File: src/rtl/seq_det_pkg.sv
// Shared types and helpers for the programmable serial pattern detectors.
package seq_det_pkg;

  typedef enum logic [1:0] {
    IDLE  = 2'd0,
    FILL  = 2'd1,
    ARMED = 2'd2
  } state_t;

  function automatic int unsigned clamp_len(input int unsigned len, input int unsigned max_len);
    return (len > max_len) ? max_len : len;
  endfunction

endpackage

File: src/rtl/seq_match_cnt.sv
// Saturating match counter with synchronous clear; a clear coinciding with a match restarts at one.
module seq_match_cnt #(
  parameter int CNT_W = 8
) (
  input  logic             clk,
  input  logic             rst_n,
  input  logic             clr,
  input  logic             inc,
  output logic [CNT_W-1:0] count,
  output logic             sat
);

  function automatic logic [CNT_W-1:0] sat_inc(input logic [CNT_W-1:0] v);
    return (&v) ? v : v + CNT_W'(1);
  endfunction

  always_ff @(posedge clk or negedge rst_n) begin
    if (!rst_n) begin
      count <= '0;
    end else if (clr) begin
      count <= inc ? CNT_W'(1) : '0;
    end else if (inc) begin
      count <= sat_inc(count);
    end
  end

  assign sat = &count;

endmodule

File: src/rtl/seq_detector_prog.sv
// Runtime-programmable serial pattern detector: Moore detect pulse plus saturating match count.
module seq_detector_prog
  import seq_det_pkg::*;
#(
  parameter  int MAX_LEN = 8,
  parameter  int CNT_W   = 8,
  localparam int LEN_W   = $clog2(MAX_LEN + 1)
) (
  input  logic               clk,
  input  logic               rst_n,
  input  logic               en,
  input  logic               in,
  input  logic               cfg_load,
  input  logic [MAX_LEN-1:0] cfg_pattern,
  input  logic [LEN_W-1:0]   cfg_len,
  input  logic               cfg_overlap,
  input  logic               cnt_clr,
  output logic               detect,
  output logic [CNT_W-1:0]   match_count,
  output logic               cnt_sat
);

  state_t             state, state_n;
  logic [MAX_LEN-1:0] hist_p0, hist_n, hist_shift;
  logic [LEN_W-1:0]   fill_p0, fill_n;
  logic [MAX_LEN-1:0] pat_q;
  logic [LEN_W-1:0]   len_q, len_clamp;
  logic               ovl_q;
  logic [MAX_LEN-1:0] mask;
  logic               full, hit_p0;

  assign len_clamp  = LEN_W'(clamp_len(32'(cfg_len), 32'(MAX_LEN)));
  assign hist_shift = MAX_LEN'({hist_p0, in});
  assign full       = ({1'b0, fill_p0} + (LEN_W+1)'(1)) >= {1'b0, len_q};

  always_comb begin
    mask = '0;
    for (int i = 0; i < MAX_LEN; i++) begin
      mask[i] = (i < int'(len_q));
    end
  end

  // Stage 0: sample, compare and next-state
  always_comb begin
    state_n = state;
    hist_n  = hist_p0;
    fill_n  = fill_p0;
    hit_p0  = 1'b0;
    if (cfg_load) begin
      hist_n  = '0;
      fill_n  = '0;
      state_n = (len_clamp != '0) ? FILL : IDLE;
    end else if (en && state != IDLE) begin
      hist_n = hist_shift;
      hit_p0 = full && (((hist_shift ^ pat_q) & mask) == '0);
      if (hit_p0 && !ovl_q) begin
        fill_n  = '0;
        state_n = FILL;
      end else if (full) begin
        fill_n  = len_q;
        state_n = ARMED;
      end else begin
        fill_n  = fill_p0 + LEN_W'(1);
        state_n = FILL;
      end
    end
  end

  // Stage 1: registered state and Moore detect
  always_ff @(posedge clk or negedge rst_n) begin
    if (!rst_n) begin
      state   <= IDLE;
      hist_p0 <= '0;
      fill_p0 <= '0;
      pat_q   <= '0;
      len_q   <= '0;
      ovl_q   <= 1'b0;
      detect  <= 1'b0;
    end else begin
      state   <= state_n;
      hist_p0 <= hist_n;
      fill_p0 <= fill_n;
      detect  <= hit_p0;
      if (cfg_load) begin
        pat_q <= cfg_pattern;
        len_q <= len_clamp;
        ovl_q <= cfg_overlap;
      end
    end
  end

  seq_match_cnt #(
    .CNT_W(CNT_W)
  ) u_cnt (
    .clk  (clk),
    .rst_n(rst_n),
    .clr  (cnt_clr),
    .inc  (hit_p0),
    .count(match_count),
    .sat  (cnt_sat)
  );

endmodule

File: config.mk
export PLATFORM = sky130hd
export DESIGN_NAME = seq_detector_prog
export DESIGN_NICKNAME = d
export VERILOG_FILES = /design/src/rtl/seq_det_pkg.sv /design/src/rtl/seq_match_cnt.sv /design/src/rtl/seq_detector_prog.sv
export SDC_FILE = /design/constraint.sdc
export NUM_CORES = 1
export LEC_CHECK = 0
export CAP_MARGIN = 0
export CORE_AREA = 10 10 76 78
export CTS_CLUSTER_DIAMETER = 120
export CTS_CLUSTER_SIZE = 30
export DETAILED_ROUTE_END_ITERATION = 10
export DIE_AREA = 0 0 86 88
export DONT_BUFFER_PORTS = 1
export GPL_ROUTABILITY_DRIVEN = 0
export MAX_ROUTING_LAYER = met4
export PLACE_DENSITY_LB_ADDON = 0.2
export RECOVER_POWER = 50
export SLEW_MARGIN = 20
export SYNTH_ARGS = -nofsm -noshare
export SYNTH_HDL_FRONTEND = slang
export SYNTH_SLANG_ARGS = --single-unit
File: constraint.sdc
create_clock -name clk -period 3.1 [get_ports clk]
set_input_delay 0.62 -clock clk [delete_from_list [all_inputs] [get_ports clk]]
set_output_delay 0.62 -clock clk [all_outputs]
set_load 0.005 [all_outputs]
==> results of run 1 <==
-- cell families (layout without fill, tap and decap cells) --
family                     Yosys count  in the layout  synth area share [%]
buffers and inverters               11             18                  2.20
adders and majority gates            6              6                  4.01
xor gates and xnor gates            11             11                  5.14
muxes                               11             11                  6.54
AOI/OAI and AO/OA                   46             46                  17.5
DFF                                 35             35                  46.7
and+or+nand+nor                     59             59                  17.9
-- timing repair --
action / in CTS / in global routing
hold buffers: 0 / 3
buffers inserted: 0 / 0
endpoints found under the hold margin: 0 / 1
-- layout by cell type (no fill, tap or decap), types with 5 or more instances in the layout --
cell type,count
ha_1,6
nand2_1,17
a21oi_1,14
nor2_1,11
xnor2_1,10
and3_1,5
o21ai_0,6
dfrtp_1,35
inv_1,6
nand3b_1,5
clkbuf_8,6
mux2_2,9
-- worst max path at each step --
stage	startpoint	end	cells after the start	slack [ns]
2_1_floorplan	fill_p0[0]	fill_p0[1]	7	0.70
3_3_place_gp	fill_p0[0]	u_cnt.count[4]	9	0.62
3_5_place_dp	fill_p0[0]	u_cnt.count[4]	9	0.51
4_1_cts	fill_p0[0]	u_cnt.count[4]	9	0.50
5_1_grt	fill_p0[0]	u_cnt.count[4]	9	0.34
6_report	fill_p0[0]	u_cnt.count[4]	9	0.49
-- sequential cells by signal, summed over array words and instances, names as in the netlist --
register	cells
pat_q	8
fill_p0	4
ovl_q	1
len_q	4
u_cnt.count	8
hist_p0	7
detect	1
state	2
-- critical path, delay by kind of cell (launching register included) --
family	cells	cell delay, ns
simple gates	2	0.62
xor+xnor	1	0.18
mux	1	0.33
compound gates	2	0.21
buf+inv	1	0.17
flops	1	0.43
fa+ha+maj	2	0.55
-- routing by layer --
metal | vias up | share of wire (%) | GRT usage (%)
li1 | 665 | - | -
met1 | 686 | 46 | 13.7
met2 | 32 | 46 | 17.7
met3 | 9 | 5.7 | 3.99
met4 | 0 | 1.8 | 4.79
met5 | - | 0 | -
-- per-stage QoR --
stage	std cells	area, um2	hold slack, ns
after CTS	235	2050	0.00792
after global routing	238	2080	0.00412
final	238	2080	0.0278
after floorplan	179	1870	0.324
after detailed placement	227	1930	0.326
after global placement	227	1930	0.326
-- where the power goes --
part / internal [mW] / total (mW) / switching [mW]
clock network: 0.260 / 0.421 / 0.160
registers: 0.497 / 0.544 / 0.0474
logic: 0.110 / 0.226 / 0.116
-- final cells by class --
cell class / count / area share, %
flip-flops and latches: 35 / 42.2
inverters: 6 / 1.08
clock buffers: 6 / 3.98
well taps: 52 / 3.13
repair buffers: 4 / 1.81
clock inverters: 2 / 1.69
multi-input cells: 133 / 46.1
==> results by group, run 1 <==
Die
  – # rows: 24
  – Die area: 0.00757 mm2
  – Die height: 88 um
  – Die W: 86 um
  – # IOs: 29
  – Core footprint: 0.00429 mm2
  – Initial Utilization: 43.6%

Critical path
  – Slowest CP cell: nor4_4
  – FF-to-FF path depth: 9
  – FF-to-FF End: u_cnt.count[4]
  – CP cell instances: ha_1, xor2_1, ha_1, o21a_1, a31oi_1, buf_4, nor4_4, nand4_1, mux2_1
  – Setup slack, reg-to-reg: 0.49 ns
  – Worst setup SP type: flip-flop
  – Setup CP Type: reg -> reg
  – Most used cell, CP: ha_1
  – Crit end category: flip-flop
  – Worst EP required: 3.27 ns
  – RR Startpoint: fill_p0[0]
  – Crit-path max cell delay: 0.45 ns
  – Crit path DAT: 2.78 ns
  – Crit-path max FO: 8

Timing
  – Final Max Tran Viols: 0
  – Setup ws final: 0.491 ns
  – Tightest Pin Transition: 0.496 ns
  – Final Cycle Share: 84.2%
  – Hold Vio Cnt, Final: 0
  – Final min period: 2.61 ns
  – Setup TNS: 0 ns
  – Clock Skew: 0.00296 ns
  – Max-slew headroom: 66.7%
  – RSZ-0062 raised after global routing: false
  – # setup viols final: 0
  – FMAX: 0.383 GHz

Yosys
  – Commonest cells in the netlist: dfrtp_1 (35), nand2_1 (17), a21oi_1 (14), nor2_1 (11), xnor2_1 (10)
  – Synthesis Warnings: 0
  – #FFs+latches synth: 35
  – Count leader, synth: dfrtp_1
  – Asr flop ratio synth: 100%
  – Syn_nets: 204
  – Area leader, netlist: dfrtp_1
  – Mapped Cells: 179
  – Post-synthesis cell type count: 45
  – Number of synthesized flops with an enable pin: 0
  – Cells taking the most area after synthesis: dfrtp_1 (47%), mux2_2 (5.4%), xnor2_1 (4.7%), ha_1 (4.0%), a21oi_1 (3.7%)
  – Seq/Total Area, Yosys: 46.7%
  – Area share of the largest cell type after synthesis: 46.7%
  – Synth Cell Area: 0.00187 mm2
  – Main flop type after synthesis: dfrtp_1
  – Avg Inst Size Synth: 10.5 um2

Final layout
  – Fill count: 407
  – Antenna Cells: 0
  – Fraction of layout cells with a size suffix above 1: 14.0%
  – Fin util: 48.3%
  – Multi-input logic area: 957 um2
  – Nets: 210
  – Area Growth Syn to Fin: 10.7%
  – FF/Latch Area: 876 um2

Clock tree
  – Root buffer cell: clkbuf_8
  – H-tree depth: 2
  – CTS tree: done
  – Clock buffer depth: 2
  – Clock latency on the worst-skew pair: 0.28 ns
  – CTS buffer count: 5
  – Post-cts gate resize count: 0
  – Sink Count: 35
  – CTS clk-pin slew, worst paths: 0.07 ns

Global routing
  – First-pass GRT wire length: 6890 um
  – Initial antenna violation count: 0
  – Vias in the first global route: 1,451
  – All-Layer GR Usage: 11.6%
  – Grt total ovfl: 0
  – Largest net degree at the start of global routing: 36

Place
  – Post-Place Worst Slack: 0.511 ns
  – DP HPWL: 2990 um
  – IO buf count: 0

Routing
  – DRC Markers: 0
  – Drt wl/cell: 17.3 um
  – Final ANT Viol Nets: 0
  – 1st-iter DRT viols: 135
  – Drt total wl: 4120 um
  – Via density per instance: 5.85
  – Pre-antenna DRT Iters: 4
  – Routed via count: 1,392

Power and ir drop
  – Leakage: 0.858 nW
  – Power Total: 1.19 mW
  – PwrDens: 574 mW/mm2
  – Worst VDD drop: 0.205 mV

Job
  – Max-cap violation count: 0

Run status
  – Status: complete, no violations

Min path
  – Min-Delay Path Class: in -> async
Power figures use the tool's default switching activity.
==> run 2, diff against run 1 <==
Clock period 3.1 ns to 2.6 ns, I/O delays scaled along.
==> results by group, run 2 (same netlist as run 1, synthesis figures left out) <==
Global routing
  – Initial antenna violation count: 0
  – Grt total ovfl: 0
  – Largest net degree at the start of global routing: 36
  – Vias in the first global route: 1,463
  – First-pass GRT wire length: 7040 um
  – All-Layer GR Usage: 11.8%

Power and ir drop
  – Leakage: 0.828 nW
  – Comb power frac: 21.9%
  – Sw power: 0.379 mW
  – Clk network pwr share: 27.3%
  – P_int: 0.902 mW
  – Worst VDD drop: 0.329 mV
  – Switch share: 29.6%
  – PwrDens: 637 mW/mm2
  – Reg power frac: 50.8%
  – Power Total: 1.28 mW

Clock tree
  – CTS clk-pin slew, worst paths: 0.06 ns
  – Post-CTS setup buffers: 0
  – CTS buffer count: 5
  – CTS tree: done
  – Cts hold-fix bufs: 1
  – Clock latency on the worst-skew pair: 0.27 ns
  – Post-cts gate resize count: 0
  – H-tree depth: 2
  – Sink Count: 35
  – Root buffer cell: clkbuf_8
  – Clock buffer depth: 2

Final layout
  – Commonest non-fill, non-tap cell in the layout: dfrtp_1
  – Fraction of layout cells with a size suffix above 1: 13.1%
  – Area Growth Syn to Fin: 7.34%
  – Antenna Cells: 0
  – Fin util: 46.9%
  – Nets: 209
  – Biggest regs: pat_q (8), u_cnt.count (8), hist_p0 (7)
  – Finished Layout Cells: 235
  – Commonest cells after routing, fill and taps aside: dfrtp_1 (35), nand2_1 (17), a21oi_1 (14)
  – Post-route design area: 0.00201 mm2

Critical path
  – CP cell instances: ha_1, xor2_1, ha_1, o21a_1, a21boi_0, nand2_1, o22ai_1, a221o_1
  – Most used cell, CP: ha_1
  – Setup CP Type: reg -> reg
  – Worst setup SP type: flip-flop
  – Slowest CP cell: dfrtp_1
  – Worst path top cell family by delay: compound AO/OA/AOI/OAI gates
  – Critical Path Start: fill_p0[0]
  – Bufs and invs on worst path: 0
  – Worst EP required: 2.81 ns
  – RR Startpoint: fill_p0[0]
  – Crit-path max FO: 5
  – Crit-path max cell delay: 0.43 ns
  – Crit end category: flip-flop
  – Crit path DAT: 2.65 ns

Timing
  – Setup TNS: 0 ns
  – Clock Skew: 0.00158 ns
  – Final Cycle Share: 93.8%
  – FMAX: 0.410 GHz
  – RSZ-0062 raised after global routing: false
  – Final Max Tran Viols: 36
  – # setup viols final: 0
  – Max-slew headroom: -26.6%
  – Final min period: 2.44 ns
  – Hold Vio Cnt, Final: 0
  – Tightest Pin Transition: 1.90 ns

Routing
  – Final ANT Viol Nets: 0
  – 1st-iter DRT viols: 75
  – Drt wl/cell: 17.7 um
  – Pre-antenna DRT Iters: 7
  – Via density per instance: 5.92
  – DRC Markers: 0
  – Routed via count: 1,392
  – Drt total wl: 4160 um

Run status
  – Failing checks: max-capacitance violations, max-slew violations
  – Status: complete, but fails checks

Place
  – IO buf count: 0
  – DP HPWL: 3050 um
  – Placed insts: 228
  – Post-DP Area: 0.00194 mm2

Die
  – Die W: 86 um
  – Die area: 0.00757 mm2
  – Core footprint: 0.00429 mm2
  – # IOs: 29
  – # rows: 24
  – Initial Utilization: 43.6%
  – Die height: 88 um

Min path
  – Min-delay src: cnt_clr
  – Min-Delay Path Class: in -> reg

Job
  – Max-cap violation count: 1
## run 2: changes by cell type in the layout (fill, tap and decap cells not counted)
cell	change
buf_4	+1
clkbuf_8	-1
clkinv_2	-1
bufinv_16	-1
dlygate4sd3_1	-3
clkbuf_1	+2
## run 2: worst paths after layout
path / end / slack, ns / cells past startpoint
max reg2reg: fill_p0[2] / 0.16 / 8
min reg2reg: pat_q[0] / 0.54 / 1
min: u_cnt.count[5] / 0.30 / 1
max: fill_p0[2] / 0.16 / 8
min in group asynchronous: state[0] / 0.77 / 1
max in group asynchronous: hist_p0[0] / 0.75 / 1
## run 2: stage by stage
step | setup slack, ns | hold slack [ns]
finish | 0.162 | 0.298
global route | 0.0511 | 0.289
CTS | 0.202 | 0.0741
detailed placement | 0.234 | 0.226
global placement | 0.335 | 0.226
floorplan | 0.204 | 0.224
## run 2: power by group through the flow
stage / clock (mW) / sequential, mW / combinational (mW)
after global placement: 0 / 0.657 / 0.252
after detailed placement: 0 / 0.660 / 0.268
after floorplan: 0 / 0.644 / 0.218
final: 0.349 / 0.651 / 0.280
after CTS: 0.362 / 0.650 / 0.283
after global routing: 0.391 / 0.658 / 0.313
## run 2: final cells by class
cell class | count | area, um2
fillers | 393 | 2280
multi-input cells | 133 | 957
flip-flops and latches | 35 | 876
clock buffers | 6 | 72.6
well taps | 52 | 65.1
inverters | 6 | 22.5
repair buffers | 3 | 18.8
## run 2: routing by layer
layer  share of wire (%)  global-route usage, %  wire (um)  vias to the layer above
li1                    -                      -          -                      659
met1                  45                   13.6       1870                      684
met2                  48                   19.3       2010                       39
met3                 5.0                   3.16        206                       10
met4                 1.5                   4.49         63                        0
met5                   0                      -          0                        -
==> run 3, diff against run 2 <==
--- a/config.mk
+++ b/config.mk
@@ -7,4 +7,4 @@
 export LEC_CHECK = 0
-export CAP_MARGIN = 0
-export CORE_AREA = 10 10 76 78
+export CAP_MARGIN = 40
+export CORE_AREA = 10 10 57 105
 export CTS_CLUSTER_DIAMETER = 120
@@ -12,3 +12,3 @@
 export DETAILED_ROUTE_END_ITERATION = 10
-export DIE_AREA = 0 0 86 88
+export DIE_AREA = 0 0 67 115
 export DONT_BUFFER_PORTS = 1
==> constraint.sdc (replaced) <==
create_clock -name clk -period 2.6 [get_ports clk]
set_input_delay 0.13 -clock clk [delete_from_list [all_inputs] [get_ports clk]]
set_output_delay 0.13 -clock clk [all_outputs]
set_load 0.005 [all_outputs]
==> results by group, run 3 (same netlist as run 1, synthesis figures left out) <==
Clock tree
  – Clock buffer depth: 2
  – Sink Count: 35
  – CTS tree: done
  – Root buffer cell: clkbuf_8
  – H-tree depth: 2
  – CTS clk-pin slew, worst paths: 0.08 ns
  – Post-CTS setup buffers: 0
  – Cts hold-fix bufs: 19
  – CTS buffer count: 5
  – Post-cts gate resize count: 0
  – Clock latency on the worst-skew pair: 0.29 ns

Final layout
  – Finished Layout Cells: 259
  – Area Growth Syn to Fin: 20.0%
  – Fraction of layout cells with a size suffix above 1: 13.2%
  – Commonest cells after routing, fill and taps aside: dfrtp_1 (35), dlygate4sd3_1 (19), nand2_1 (17)
  – Biggest regs: pat_q (8), u_cnt.count (8), hist_p0 (7)
  – Commonest non-fill, non-tap cell in the layout: dfrtp_1
  – Nets: 229
  – Antenna Cells: 0

Die
  – Core footprint: 0.00430 mm2
  – Initial Utilization: 43.6%
  – Die W: 67 um
  – Die height: 115 um
  – # IOs: 29
  – Die area: 0.00771 mm2
  – # rows: 34

Power and ir drop
  – PwrDens: 650 mW/mm2
  – Power Total: 1.46 mW
  – Switch share: 29.8%
  – Clk network pwr share: 34.3%
  – Comb power frac: 21.3%
  – Reg power frac: 44.4%
  – Worst VDD drop: 0.398 mV
  – Leakage: 0.930 nW
  – Sw power: 0.435 mW
  – P_int: 1.03 mW

Run status
  – Failing checks: max-capacitance violations, max-slew violations
  – Status: complete, but fails checks

Routing
  – 1st-iter DRT viols: 55
  – DRC Markers: 0
  – Routed via count: 1,500
  – Pre-antenna DRT Iters: 4
  – Drt total wl: 4760 um
  – Drt wl/cell: 18.4 um
  – Final ANT Viol Nets: 0
  – Via density per instance: 5.79

Timing
  – # setup viols final: 0
  – Final Cycle Share: 93.5%
  – Final min period: 2.43 ns
  – Max-slew headroom: -24.3%
  – Final Max Tran Viols: 36
  – RSZ-0062 raised after global routing: false
  – Tightest Pin Transition: 1.86 ns
  – Clock Skew: 0.00950 ns
  – Setup TNS: 0 ns
  – FMAX: 0.411 GHz
  – Hold Vio Cnt, Final: 0

Critical path
  – Most used cell, CP: ha_1
  – Crit end category: flip-flop
  – Worst setup SP type: flip-flop
  – Bufs and invs on worst path: 1
  – Setup CP Type: reg -> reg
  – Worst EP required: 2.78 ns
  – Crit-path max cell delay: 0.44 ns
  – Crit-path max FO: 5
  – CP cell instances: ha_1, xor2_1, ha_1, o21a_1, a31oi_1, buf_4, nor4_4, nand4_1, mux2_1
  – Slowest CP cell: dfrtp_1
  – Worst path top cell family by delay: adder cells
  – Crit path DAT: 2.62 ns

Place
  – IO buf count: 0
  – DP HPWL: 3440 um
  – Placed insts: 230

Job
  – Max-cap violation count: 1

Global routing
  – GR peak layer: met2
  – All-Layer GR Usage: 13.6%
  – Grt total ovfl: 0
  – Vias in the first global route: 1,612
  – Largest net degree at the start of global routing: 36
  – Grt met1 use: 13.9%
  – Initial antenna violation count: 0
  – M3 GR Usage: 4.68%
  – Grt met2 use: 22.2%
  – First-pass GRT wire length: 7940 um

Min path
  – Min-Delay Path Class: in -> reg
==> run 3: changes by cell type in the layout (fill, tap and decap cells not counted), sizes merged <==
cell,before,now
clkinv,0,2
dlygate4sd3,0,19
bufinv,0,1
==> run 3: path summary, 6_finish.rpt <==
kind	start	end	slack (ns)	cells after the start
max	fill_p0[0]	u_cnt.count[4]	0.17	9
min	cfg_len[3]	len_q[2]	0.02	2
max reg2reg	fill_p0[0]	u_cnt.count[4]	0.17	9
min reg2reg	pat_q[2]	pat_q[2]	0.54	1
max in group asynchronous	rst_n	u_cnt.count[7]	0.64	2
min in group asynchronous	rst_n	pat_q[4]	0.88	2
==> run 3: power groups by stage <==
stage          Clock, mW  Combinational, mW  Sequential (mW)
6_report           0.501              0.311            0.650
2_1_floorplan          0              0.218            0.644
5_1_grt            0.533              0.349            0.656
3_5_place_dp           0              0.268            0.659
4_1_cts            0.507              0.314            0.649
3_3_place_gp           0              0.254            0.654
==> run 3: area by class of cell <==
cell class                      count  area [um2]
Clock buffer                        5        68.8
Clock inverter                      3        43.8
Fill cell                         390        2050
Inverter                            6        22.5
Multi-Input combinational cell    133         957
Sequential cell                    35         876
Tap cell                           54        67.6
Timing Repair Buffer               23         213
==> run 3: metal layers <==
layer	wire length, um	part of all wire, %
met1	1700	36
met2	2570	54
met3	347	7.3
met4	138	2.9
met5	0	0
==> run 3: stage by stage <==
| stage | worst slack (ns) | area (um2) | hold slack [ns] | utilization [%] |
|---|---|---|---|---|
| floorplan | 0.204 | 1870 | -0.166 | - |
| finish | 0.169 | 2250 | 0.0179 | 52.3 |
| CTS | 0.199 | 2250 | 0.00299 | 52.4 |
| global route | 0.0321 | 2250 | 0.0171 | 52.3 |
| global placement | 0.333 | 1940 | -0.164 | 45.1 |
| detailed placement | 0.214 | 1940 | -0.164 | 45.1 |
